--- src/rtl/atm_auth_engine.sv ---
// ---------------------------------------------------------------------------
// atm_auth_engine
//
// Sequential account authenticator. A request (account number + PIN) is taken
// over a valid/ready handshake. The engine then walks the account table one
// entry per cycle, checks the PIN of the matching entry and returns a
// registered response strobe. Each entry carries a consecutive-failure
// counter and a lock bit. A programming port rewrites an entry's PIN and
// clears its counter and lock.
//
// Ports
//   clk            rising-edge clock
//   rst_n          asynchronous active-low reset
//   req_valid      request present
//   req_ready      engine idle, request will be taken
//   req_acc        account number (entry i holds account i+1)
//   req_pin        entered PIN
//   rsp_valid      one-cycle response strobe
//   rsp_found      account exists in the table
//   rsp_auth       PIN correct and account not locked
//   rsp_locked     account locked after this request
//   rsp_index      matched table index (0 when not found)
//   rsp_tries_left remaining attempts after update (0 when not found)
//   prog_en        PIN write strobe, accepted in any state
//   prog_index     entry to write (out-of-range indices are ignored)
//   prog_pin       new PIN for that entry
// ---------------------------------------------------------------------------
module atm_auth_engine #(
   parameter int               NUM_ACCOUNTS = 10,
   parameter int               ACC_W        = 4,
   parameter int               PIN_W        = 16,
   parameter int               MAX_TRIES    = 3,
   parameter logic [PIN_W-1:0] DEFAULT_PIN  = '0,
   localparam int              IDX_W        = (NUM_ACCOUNTS > 1) ? $clog2(NUM_ACCOUNTS) : 1,
   localparam int              TRY_W        = $clog2(MAX_TRIES + 1)
) (
   input  logic             clk,
   input  logic             rst_n,
   input  logic             req_valid,
   output logic             req_ready,
   input  logic [ACC_W-1:0] req_acc,
   input  logic [PIN_W-1:0] req_pin,
   output logic             rsp_valid,
   output logic             rsp_found,
   output logic             rsp_auth,
   output logic             rsp_locked,
   output logic [IDX_W-1:0] rsp_index,
   output logic [TRY_W-1:0] rsp_tries_left,
   input  logic             prog_en,
   input  logic [IDX_W-1:0] prog_index,
   input  logic [PIN_W-1:0] prog_pin
);

   localparam logic [TRY_W-1:0] MAX_T    = TRY_W'(MAX_TRIES);
   localparam logic [IDX_W-1:0] LAST_IDX = IDX_W'(NUM_ACCOUNTS - 1);

   typedef enum logic [1:0] {
      IDLE,
      SEARCH,
      CHECK,
      RESP
   } state_t;

   state_t state;
   state_t next_state;

   logic [ACC_W-1:0] acc_q;
   logic [PIN_W-1:0] pin_q;
   logic [IDX_W-1:0] idx;
   logic [IDX_W-1:0] match_idx;
   logic             scan_done;
   logic             acc_hit;

   logic [PIN_W-1:0] pin_tab  [NUM_ACCOUNTS];
   logic [TRY_W-1:0] fail_cnt [NUM_ACCOUNTS];
   logic             lock_tab [NUM_ACCOUNTS];

   logic             prog_ok;
   logic [TRY_W-1:0] cur_cnt;
   logic             cur_lock;
   logic             pin_ok;
   logic [TRY_W-1:0] new_cnt;
   logic             new_lock;
   logic             chk_auth;
   logic [TRY_W-1:0] chk_tries_left;

   // Entry idx holds account idx+1. Once the scan is exhausted no further
   // comparison is made.
   assign acc_hit = !scan_done && (acc_q == (ACC_W'(idx) + ACC_W'(1)));
   assign prog_ok = prog_en && (32'(prog_index) < NUM_ACCOUNTS);

   // State register.
   always_ff @(posedge clk or negedge rst_n) begin
      if (!rst_n) begin
         state <= IDLE;
      end else begin
         state <= next_state;
      end
   end

   // Next-state logic. After the last entry misses, the scan spends one
   // more cycle in SEARCH with scan_done set, so a miss answers in the same
   // cycle as a hit on the last entry would.
   always_comb begin
      next_state = state;
      case (state)
         IDLE:    if (req_valid) next_state = SEARCH;
         SEARCH: begin
            if (scan_done) begin
               next_state = RESP;
            end else if (acc_hit) begin
               next_state = CHECK;
            end
         end
         CHECK:   next_state = RESP;
         RESP:    next_state = IDLE;
         default: next_state = IDLE;
      endcase
   end

   // FSM outputs.
   always_comb begin
      req_ready = (state == IDLE);
   end

   // PIN / counter evaluation for the matched entry. A locked entry keeps
   // its counter; a correct PIN clears it; a wrong PIN advances it,
   // saturating at MAX_TRIES, and reaching MAX_TRIES locks the entry.
   always_comb begin
      cur_cnt  = fail_cnt[match_idx];
      cur_lock = lock_tab[match_idx];
      pin_ok   = (pin_tab[match_idx] == pin_q);
      new_cnt  = cur_cnt;
      new_lock = cur_lock;
      chk_auth = 1'b0;
      if (!cur_lock) begin
         if (pin_ok) begin
            new_cnt  = '0;
            chk_auth = 1'b1;
         end else begin
            if (cur_cnt < MAX_T) begin
               new_cnt = cur_cnt + TRY_W'(1);
            end
            new_lock = (new_cnt == MAX_T);
         end
      end
      chk_tries_left = MAX_T - new_cnt;
   end

   // Request capture and table scan.
   always_ff @(posedge clk or negedge rst_n) begin
      if (!rst_n) begin
         acc_q     <= '0;
         pin_q     <= '0;
         idx       <= '0;
         match_idx <= '0;
         scan_done <= 1'b0;
      end else begin
         case (state)
            IDLE: begin
               if (req_valid) begin
                  acc_q     <= req_acc;
                  pin_q     <= req_pin;
                  idx       <= '0;
                  scan_done <= 1'b0;
               end
            end
            SEARCH: begin
               if (acc_hit) begin
                  match_idx <= idx;
               end else if (!scan_done) begin
                  if (idx == LAST_IDX) begin
                     scan_done <= 1'b1;
                  end else begin
                     idx <= idx + IDX_W'(1);
                  end
               end
            end
            default: ;
         endcase
      end
   end

   // Account table. The programming write is placed last so that, when it
   // targets the entry being checked in the same cycle, its cleared counter
   // and lock override the check's update.
   always_ff @(posedge clk or negedge rst_n) begin
      if (!rst_n) begin
         for (int i = 0; i < NUM_ACCOUNTS; i++) begin
            pin_tab[i]  <= DEFAULT_PIN;
            fail_cnt[i] <= '0;
            lock_tab[i] <= 1'b0;
         end
      end else begin
         if (state == CHECK) begin
            fail_cnt[match_idx] <= new_cnt;
            lock_tab[match_idx] <= new_lock;
         end
         if (prog_ok) begin
            pin_tab[prog_index]  <= prog_pin;
            fail_cnt[prog_index] <= '0;
            lock_tab[prog_index] <= 1'b0;
         end
      end
   end

   // Response registers, loaded on the way into RESP and held until the
   // next response. rsp_valid is high only for the RESP cycle.
   always_ff @(posedge clk or negedge rst_n) begin
      if (!rst_n) begin
         rsp_valid      <= 1'b0;
         rsp_found      <= 1'b0;
         rsp_auth       <= 1'b0;
         rsp_locked     <= 1'b0;
         rsp_index      <= '0;
         rsp_tries_left <= '0;
      end else begin
         rsp_valid <= 1'b0;
         if (state == CHECK) begin
            rsp_valid      <= 1'b1;
            rsp_found      <= 1'b1;
            rsp_auth       <= chk_auth;
            rsp_locked     <= new_lock;
            rsp_index      <= match_idx;
            rsp_tries_left <= chk_tries_left;
         end else if ((state == SEARCH) && scan_done) begin
            rsp_valid      <= 1'b1;
            rsp_found      <= 1'b0;
            rsp_auth       <= 1'b0;
            rsp_locked     <= 1'b0;
            rsp_index      <= '0;
            rsp_tries_left <= '0;
         end
      end
   end

endmodule
--- config.mk ---
export PLATFORM = sky130hd
export DESIGN_NAME = atm_auth_engine
export DESIGN_NICKNAME = d
export VERILOG_FILES = /design/src/rtl/atm_auth_engine.sv
export SDC_FILE = /design/constraint.sdc
export NUM_CORES = 1
export LEC_CHECK = 0
export ABC_AREA = 1
export CAP_MARGIN = 20
export CORE_ASPECT_RATIO = 0.6
export CORE_MARGIN = 4
export CORE_UTILIZATION = 60
export CTS_BUF_LIST = sky130_fd_sc_hd__clkbuf_4 sky130_fd_sc_hd__clkbuf_8
export DETAILED_ROUTE_END_ITERATION = 10
export GPL_TIMING_DRIVEN = 0
export PLACE_DENSITY_LB_ADDON = 0.2
export SLEW_MARGIN = 20
export SYNTH_ARGS = -nofsm -noshare
export SYNTH_HDL_FRONTEND = slang
export SYNTH_SLANG_ARGS = --single-unit
export TNS_END_PERCENT = 20
--- constraint.sdc ---
create_clock -name clk -period 4.96 [get_ports clk]
set_clock_uncertainty 0.15 [all_clocks]
set_input_delay 0.496 -clock clk [delete_from_list [all_inputs] [get_ports clk]]
set_output_delay 0.496 -clock clk [all_outputs]
set_load 0.02 [all_outputs]
==> results of run 1 <==
## stage by stage
step                total power, mW  setup TNS (ns)  util [%]
finish                         6.71               0      71.6
global route                   7.10               0      71.6
CTS                            6.63               0      71.6
detailed placement             4.90               0      67.0
global placement               4.81        -1483.96      66.7
floorplan                      4.13               0         -
## cells in the mapped netlist, drive strengths merged (2+ instances only)
library cell | number | area share, %
xor2 | 5 | 0.41
ha | 5 | 0.58
nand2 | 561 | 20
buf | 32 | 2.1
a22o | 2 | 0.16
nor2 | 63 | 2.6
mux2 | 4 | 0.42
a22oi | 15 | 1.1
nand4 | 20 | 1.2
o21ai | 208 | 9.7
dfrtp | 231 | 54
inv | 56 | 2.0
nand3 | 51 | 2.4
clkbuf | 34 | 1.2
nor3 | 2 | 0.093
a21oi | 52 | 2.4
## layer usage
layer	track usage [%]	share of wire, %	vias up
met4	9.57	2.5	4
li1	-	-	4559
met3	11.9	14	84
met1	50.5	42	4791
met2	46.1	41	656
met5	1.88	0.20	-
## kinds of logic after synthesis
kind of cell	after synthesis	share of synthesized area, %
AOI/OAI and AO/OA	280	13.6
xor gates and xnor gates	6	0.489
adders and majority gates	5	0.582
buffers and inverters	122	5.22
DFF	231	53.8
muxes	4	0.419
and+or+nand+nor	697	25.9
## state kept, by name (all words and copies together), names as in the netlist
signal / cells
rsp_tries_left: 2
rsp_found: 1
pin_tab: 160
lock_tab: 10
rsp_locked: 1
state: 2
pin_q: 16
scan_done: 1
rsp_auth: 1
match_idx: 4
acc_q: 4
fail_cnt: 20
rsp_valid: 1
rsp_index: 4
idx: 4
## area by class of cell
cell class	instances	area (sq um)	area share [%]
Clock buffer	59	737	5.93
Multi-Input combinational cell	992	4410	35.5
Tap cell	234	293	2.36
Buffer	66	350	2.82
Sequential cell	231	5780	46.5
Timing Repair Buffer	57	611	4.92
Clock inverter	2	35.0	0.282
Inverter	56	210	1.69
## worst register-to-register path, stage by stage (launching register included)
cell	delay (ns)
dfrtp_1	0.40
buf_4	0.21
buf_4	0.21
buf_2	0.37
nand2_1	0.09
nand2_1	0.20
nand2_1	0.12
nand4_1	0.10
nand2_1	0.06
nor2_1	0.11
nand2_1	0.06
nor2_1	0.16
nand3_2	0.18
nand2_2	0.12
buf_6	0.15
a21oi_1	0.08
## what timing repair did
item / CTS / global route
setup buffers: 0 / 0
resized for setup: 0 / 0
hold buffers: 1 / 0
hold endpoints to repair: 59 / 0
## path summary, 6_finish.rpt
kind                                          startpoint                       endpoint  cells after the start
setup / recovery                match_idx[1]$_DFFE_PN0P_         fail_cnt[14]$_DFF_PN0_                     15
hold / removal             rsp_tries_left[1]$_DFFE_PN0P_  rsp_tries_left[1]$_DFFE_PN0P_                      2
setup reg to reg                match_idx[1]$_DFFE_PN0P_         fail_cnt[14]$_DFF_PN0_                     15
hold reg to reg            rsp_tries_left[1]$_DFFE_PN0P_  rsp_tries_left[1]$_DFFE_PN0P_                      2
max in group asynchronous                          rst_n        pin_tab[12]$_DFFE_PN0P_                      4
min in group asynchronous                          rst_n        pin_tab[83]$_DFFE_PN0P_                      2
## power groups by stage
| stage | Clock (mW) | Sequential [mW] | Combinational, mW |
|---|---|---|---|
| after global placement | 0 | 2.64 | 2.17 |
| after detailed placement | 0 | 2.64 | 2.25 |
| after CTS | 1.74 | 2.62 | 2.27 |
| final | 1.74 | 2.64 | 2.33 |
| after floorplan | 0 | 2.61 | 1.52 |
| after global routing | 1.83 | 2.68 | 2.58 |
==> summary.txt, run 1 <==
Die
  • Core region area: about 17000 sq um
  • Initial Utilization: roughly three fifths
  • Io pins: 55
  • Die height: roughly 110 um
  • Num rows: 37
  • Die width: ~180 um
  • Die Footprint: between 20000 and 25000 sq um

CTS
  • CTS tree: yes
  • Clk sinks: 231
  • Skew-Pair Late Insertion Delay: about 0.53 ns
  • CTS Root Cell: clkbuf_8
  • Longest Clk Path Bufs: 3
  • Total CTS buffers: 35
  • Htree depth: 2
  • CTS clk-pin slew, worst paths: 0.07 ns

Synth
  • Post-synth EDFFs: 0
  • Sequential area share after synthesis: between 50% and 60%
  • Async SR Flop Fraction: 100%
  • Synth Instances: 1345
  • Top FF cell, synth: dfrtp_1
  • Post-Syn Nets: ~1400
  • Mapped Area: 10700 sq um
  • Synth warn: 0
  • Synth Register Bits: between 200 and 250
  • Netlist cell types: 29
  • Syn_area_per_cell: between 7 and 8 sq um

Pwr
  • Internal Pwr Total: 4.15 mW
  • Worst ir drop on vdd: 0.293 mV
  • Seq pwr share: between 30% and 40%
  • Power share of the clock group: around a quarter
  • Total net switching power: ~2.6 mW
  • Pleak: between 6 and 7 nW
  • PwrDens: roughly 540 nW/um^2
  • Sw frac: 38.2%
  • Comb pwr share: between 30% and 40%

STA
  • Final worst slack: around 2 ns
  • Min cycle time layout: 2.92 ns
  • Hold Vio Cnt, Final: 0
  • Worst-margin pin slew: between 0.7 and 0.8 ns
  • Final slew viol count: 0
  • Max Fclk: roughly 340 MHz
  • Hold WS: approximately 0.33 ns
  • RSZ-0062 raised after global routing: no
  • Slew Limit Headroom: between 50% and 60%
  • # setup viols final: 0
  • Post-route clock period utilization: about three fifths

Critical path
  • Crit path max-delay family: simple AND/OR/NAND/NOR gates
  • CP startpoint kind: flop
  • Slowest cell delay on critical path: 0.40 ns
  • Maximum fanout along the worst path: 10
  • Critical path data required time: just over 5 ns
  • Setup crit end kind: flop
  • R2R setup slack: between 2 and 2.5 ns
  • Arr. time, crit path: roughly 3.2 ns
  • Most used cell along the critical path: nand2_1
  • Crit-path cells: buf_4 -> buf_4 -> buf_2 -> nand2_1 -> nand2_1 -> nand2_1 -> nand4_1 -> nand2_1 -> nor2_1 -> nand2_1 -> nor2_1 -> nand3_2 -> nand2_2 -> buf_6 -> a21oi_1
  • CP max-delay cell: dfrtp_1
  • Crit Path Class: reg2reg
  • CP bufs+invs: 4

Detailed routing
  • Post-DRT Antenna Nets: 0
  • Post-route DRC: 0
  • Wire per inst: roughly 20 um
  • Via density: between 5 and 6
  • Via count: around 10000
  • DRT Pass-1 Iters: 6
  • Routed WL: between 30000 and 40000 um
  • DR iter-0 viols: ~1400

Worst hold path
  • HP Class: reg2reg

Final layout
  • Share of cells above drive strength 1: under 10%
  • Most common cell after layout, fill and taps aside: nand2_1
  • Ant diodes: 0
  • Most frequent cells in the layout: nand2_1, dfrtp_1, o21ai_0, nor2_1, inv_1
  • Fillers: roughly 1400
  • Finished Layout Cells: 1697
  • Area delta synth->final: 15.6%
  • Fin nets: roughly 1500
  • Finished layout cell area: approximately 12000 sq um

GRT
  • Largest net degree at the start of global routing: a little under 100
  • First-pass GRT wire length: around 53000 um
  • Initial antenna violation count: 1
  • GRT overflow: 0
  • GRT Total Usage: about a third
  • Vias in the first global route: roughly 9600

Placed design
  • PortBufs: between 50 and 60
  • Placed inst area: 11600 sq um
  • Dpl hpwl: 23300 um
  • Dpl cells: approximately 1600
  • RD Place Congestion: between 0.9 and 1
  • Pre-CTS WS: about 2 ns

Job
  • Max cap viols: 0

Run status
  • Status: finished clean
No activity file was read; power rests on OpenSTA's default activity.
==> run 2, diff against run 1 <==
==> constraint.sdc (replaced) <==
create_clock -name clk -period 2.9 [get_ports clk]
set_clock_uncertainty 0.15 [all_clocks]
set_input_delay 0.29 -clock clk [delete_from_list [all_inputs] [get_ports clk]]
set_output_delay 0.29 -clock clk [all_outputs]
set_load 0.02 [all_outputs]
==> summary.txt, run 2 (synthesis gave the netlist of run 1 again) <==
Pwr
  • Power share of the clock group: approximately a quarter
  • Total net switching power: 4.41 mW
  • Sw frac: 38.2%
  • Worst ir drop on vdd: 0.502 mV
  • Internal Pwr Total: around 7.1 mW
  • Comb pwr share: between 30% and 40%
  • Seq pwr share: roughly 40%
  • PwrDens: slightly above 900 nW/um^2
  • Pleak: just over 6 nW
  • Overall Power: between 10 and 15 mW

Placed design
  • PortBufs: 54
  • Dpl cells: 1635
  • Dpl hpwl: around 23000 um
  • Pre-CTS WS: about 0.11 ns
  • Placed inst area: roughly 12000 sq um
  • RD Place Congestion: 0.956

Critical path
  • Maximum fanout along the worst path: 10
  • R2R setup slack: roughly 0.16 ns
  • CP bufs+invs: 4
  • Crit path max-delay family: simple AND/OR/NAND/NOR gates
  • Most used cell along the critical path: nand2_1
  • R2R Path Start: match_idx[1]$_DFFE_PN0P_
  • Setup crit end kind: flop
  • Crit-path cells: buf_4 -> nand2_1 -> inv_1 -> buf_2 -> nand2_1 -> nand3_1 -> nand2_2 -> nand4_1 -> nand2_1 -> nor2_1 -> nand2_1 -> nor2_2 -> nand3_4 -> nand2_2 -> buf_6 -> a21oi_1
  • CP startpoint kind: flop
  • CP max-delay cell: dfrtp_1
  • Arr. time, crit path: around 3 ns
  • Slowest cell delay on critical path: just under 0.4 ns
  • Critical path data required time: 3.13 ns
  • Worst r2r path cells: 16
  • Crit Path Class: reg2reg
  • Reg-to-reg endpoint: fail_cnt[14]$_DFF_PN0_

STA
  • RSZ-0062 raised after global routing: no
  • Final worst slack: approximately 0.16 ns
  • # setup viols final: 0
  • Worst-margin pin slew: about 0.70 ns
  • Max Fclk: around 370 MHz
  • Post-route clock period utilization: 94.4%
  • Final slew viol count: 0
  • Min cycle time layout: roughly 2.7 ns
  • Hold Vio Cnt, Final: 0
  • Slew Limit Headroom: between 50% and 60%

Die
  • Num rows: 37
  • Die height: ~110 um
  • Initial Utilization: between 60% and 70%
  • Die width: between 150 and 200 um
  • Core region area: roughly 17000 sq um
  • Die Footprint: between 20000 and 25000 sq um
  • Io pins: 55

CTS
  • Total CTS buffers: 35
  • CTS Root Cell: clkbuf_8
  • Htree depth: 2
  • CTS tree: yes
  • CTS clk-pin slew, worst paths: 0.07 ns
  • Clk sinks: 231
  • Longest Clk Path Bufs: 3
  • Skew-Pair Late Insertion Delay: about 0.53 ns

GRT
  • GRT Total Usage: between 30% and 40%
  • Largest net degree at the start of global routing: 98
  • GRT overflow: 0
  • Initial antenna violation count: 1
  • Vias in the first global route: ~9600
  • First-pass GRT wire length: between 50000 and 60000 um

Detailed routing
  • Wire per inst: 19.9 um
  • Via density: 5.93
  • DR iter-0 viols: ~1500
  • Post-DRT Antenna Nets: 0
  • Post-route DRC: 0
  • Via count: 10086
  • DRT Pass-1 Iters: 5
  • Routed WL: between 30000 and 40000 um

Final layout
  • Ant diodes: 0
  • Finished layout cell area: between 10000 and 15000 sq um
  • Biggest regs: pin_tab (160), fail_cnt (20), pin_q (16)
  • Max FFs per register: 160
  • Most common cell after layout, fill and taps aside: nand2_1
  • Fin nets: about 1500
  • Top reg by flops: pin_tab
  • Area delta synth->final: 16.3%
  • Finished Layout Cells: between 1500 and 2000
  • Share of cells above drive strength 1: 8.32%
  • Most frequent cells in the layout: nand2_1, dfrtp_1, o21ai_0, inv_1
  • Fillers: 1416
  • Fin util: 72.0%

Job
  • Max cap viols: 0

Worst hold path
  • HP Class: in2async

Run status
  • Status: finished clean
[run 2: power by group through the flow]
stage                     Combinational [mW]  Sequential, mW  Clock [mW]
after global placement                  3.72            4.52           0
final                                   4.06            4.51        2.98
after floorplan                         2.59            4.46           0
after detailed placement                3.85            4.52           0
after CTS                               3.88            4.48        2.98
after global routing                    4.50            4.59        3.13
[run 2: per-stage QoR]
step                       TNS, ns  hold WS [ns]
final                            0         0.135
after global routing             0         0.167
after detailed placement         0         0.101
after global placement    -1912.23         0.310
after floorplan                  0        -0.156
after CTS                        0         0.146
[run 2: how the worst max path moves through the flow]
| stage | from | end | slack, ns | depth (start not counted) |
|---|---|---|---|---|
| 2_1_floorplan | match_idx[0]$_DFFE_PN0P_ | fail_cnt[14]$_DFF_PN0_ | 0.83 | 18 |
| 3_3_place_gp | rst_n | acc_q[1]$_DFFE_PN0P_ | -8.30 | 1 |
| 3_5_place_dp | match_idx[1]$_DFFE_PN0P_ | fail_cnt[6]$_DFF_PN0_ | 0.11 | 15 |
| 4_1_cts | match_idx[1]$_DFFE_PN0P_ | fail_cnt[14]$_DFF_PN0_ | 0.11 | 15 |
| 5_1_grt | match_idx[0]$_DFFE_PN0P_ | fail_cnt[4]$_DFF_PN0_ | 0.02 | 18 |
| 6_report | match_idx[1]$_DFFE_PN0P_ | fail_cnt[14]$_DFF_PN0_ | 0.16 | 16 |
[run 2: layout make-up]
class / count / area, sq um / area share (%)
Clock buffer: 59 / 737 / 5.89
Multi-Input combinational cell: 992 / 4440 / 35.5
Sequential cell: 231 / 5780 / 46.2
Tap cell: 234 / 293 / 2.34
Timing Repair Buffer: 60 / 633 / 5.06
Buffer: 66 / 375 / 3.00
Inverter: 56 / 210 / 1.68
Clock inverter: 2 / 35.0 / 0.280
[run 2: metal layers]
layer  GRT usage [%]  wire length [um]  share of wire (%)  up-vias
li1                -                 -                  -     4562
met1            50.5             14600                 43     4792
met2            46.1             13700                 41      644
met3            11.9              4630                 14       84
met4            9.57               901                2.7        4
met5            1.88                75               0.22        -
[run 2: what timing repair did]
item                                    4_1_cts  5_1_grt
endpoints found under the setup margin        0       31
endpoints found under the hold margin        59        0
hold buffers                                  1        0
buffers inserted                              0        3
resized for setup                             0       21
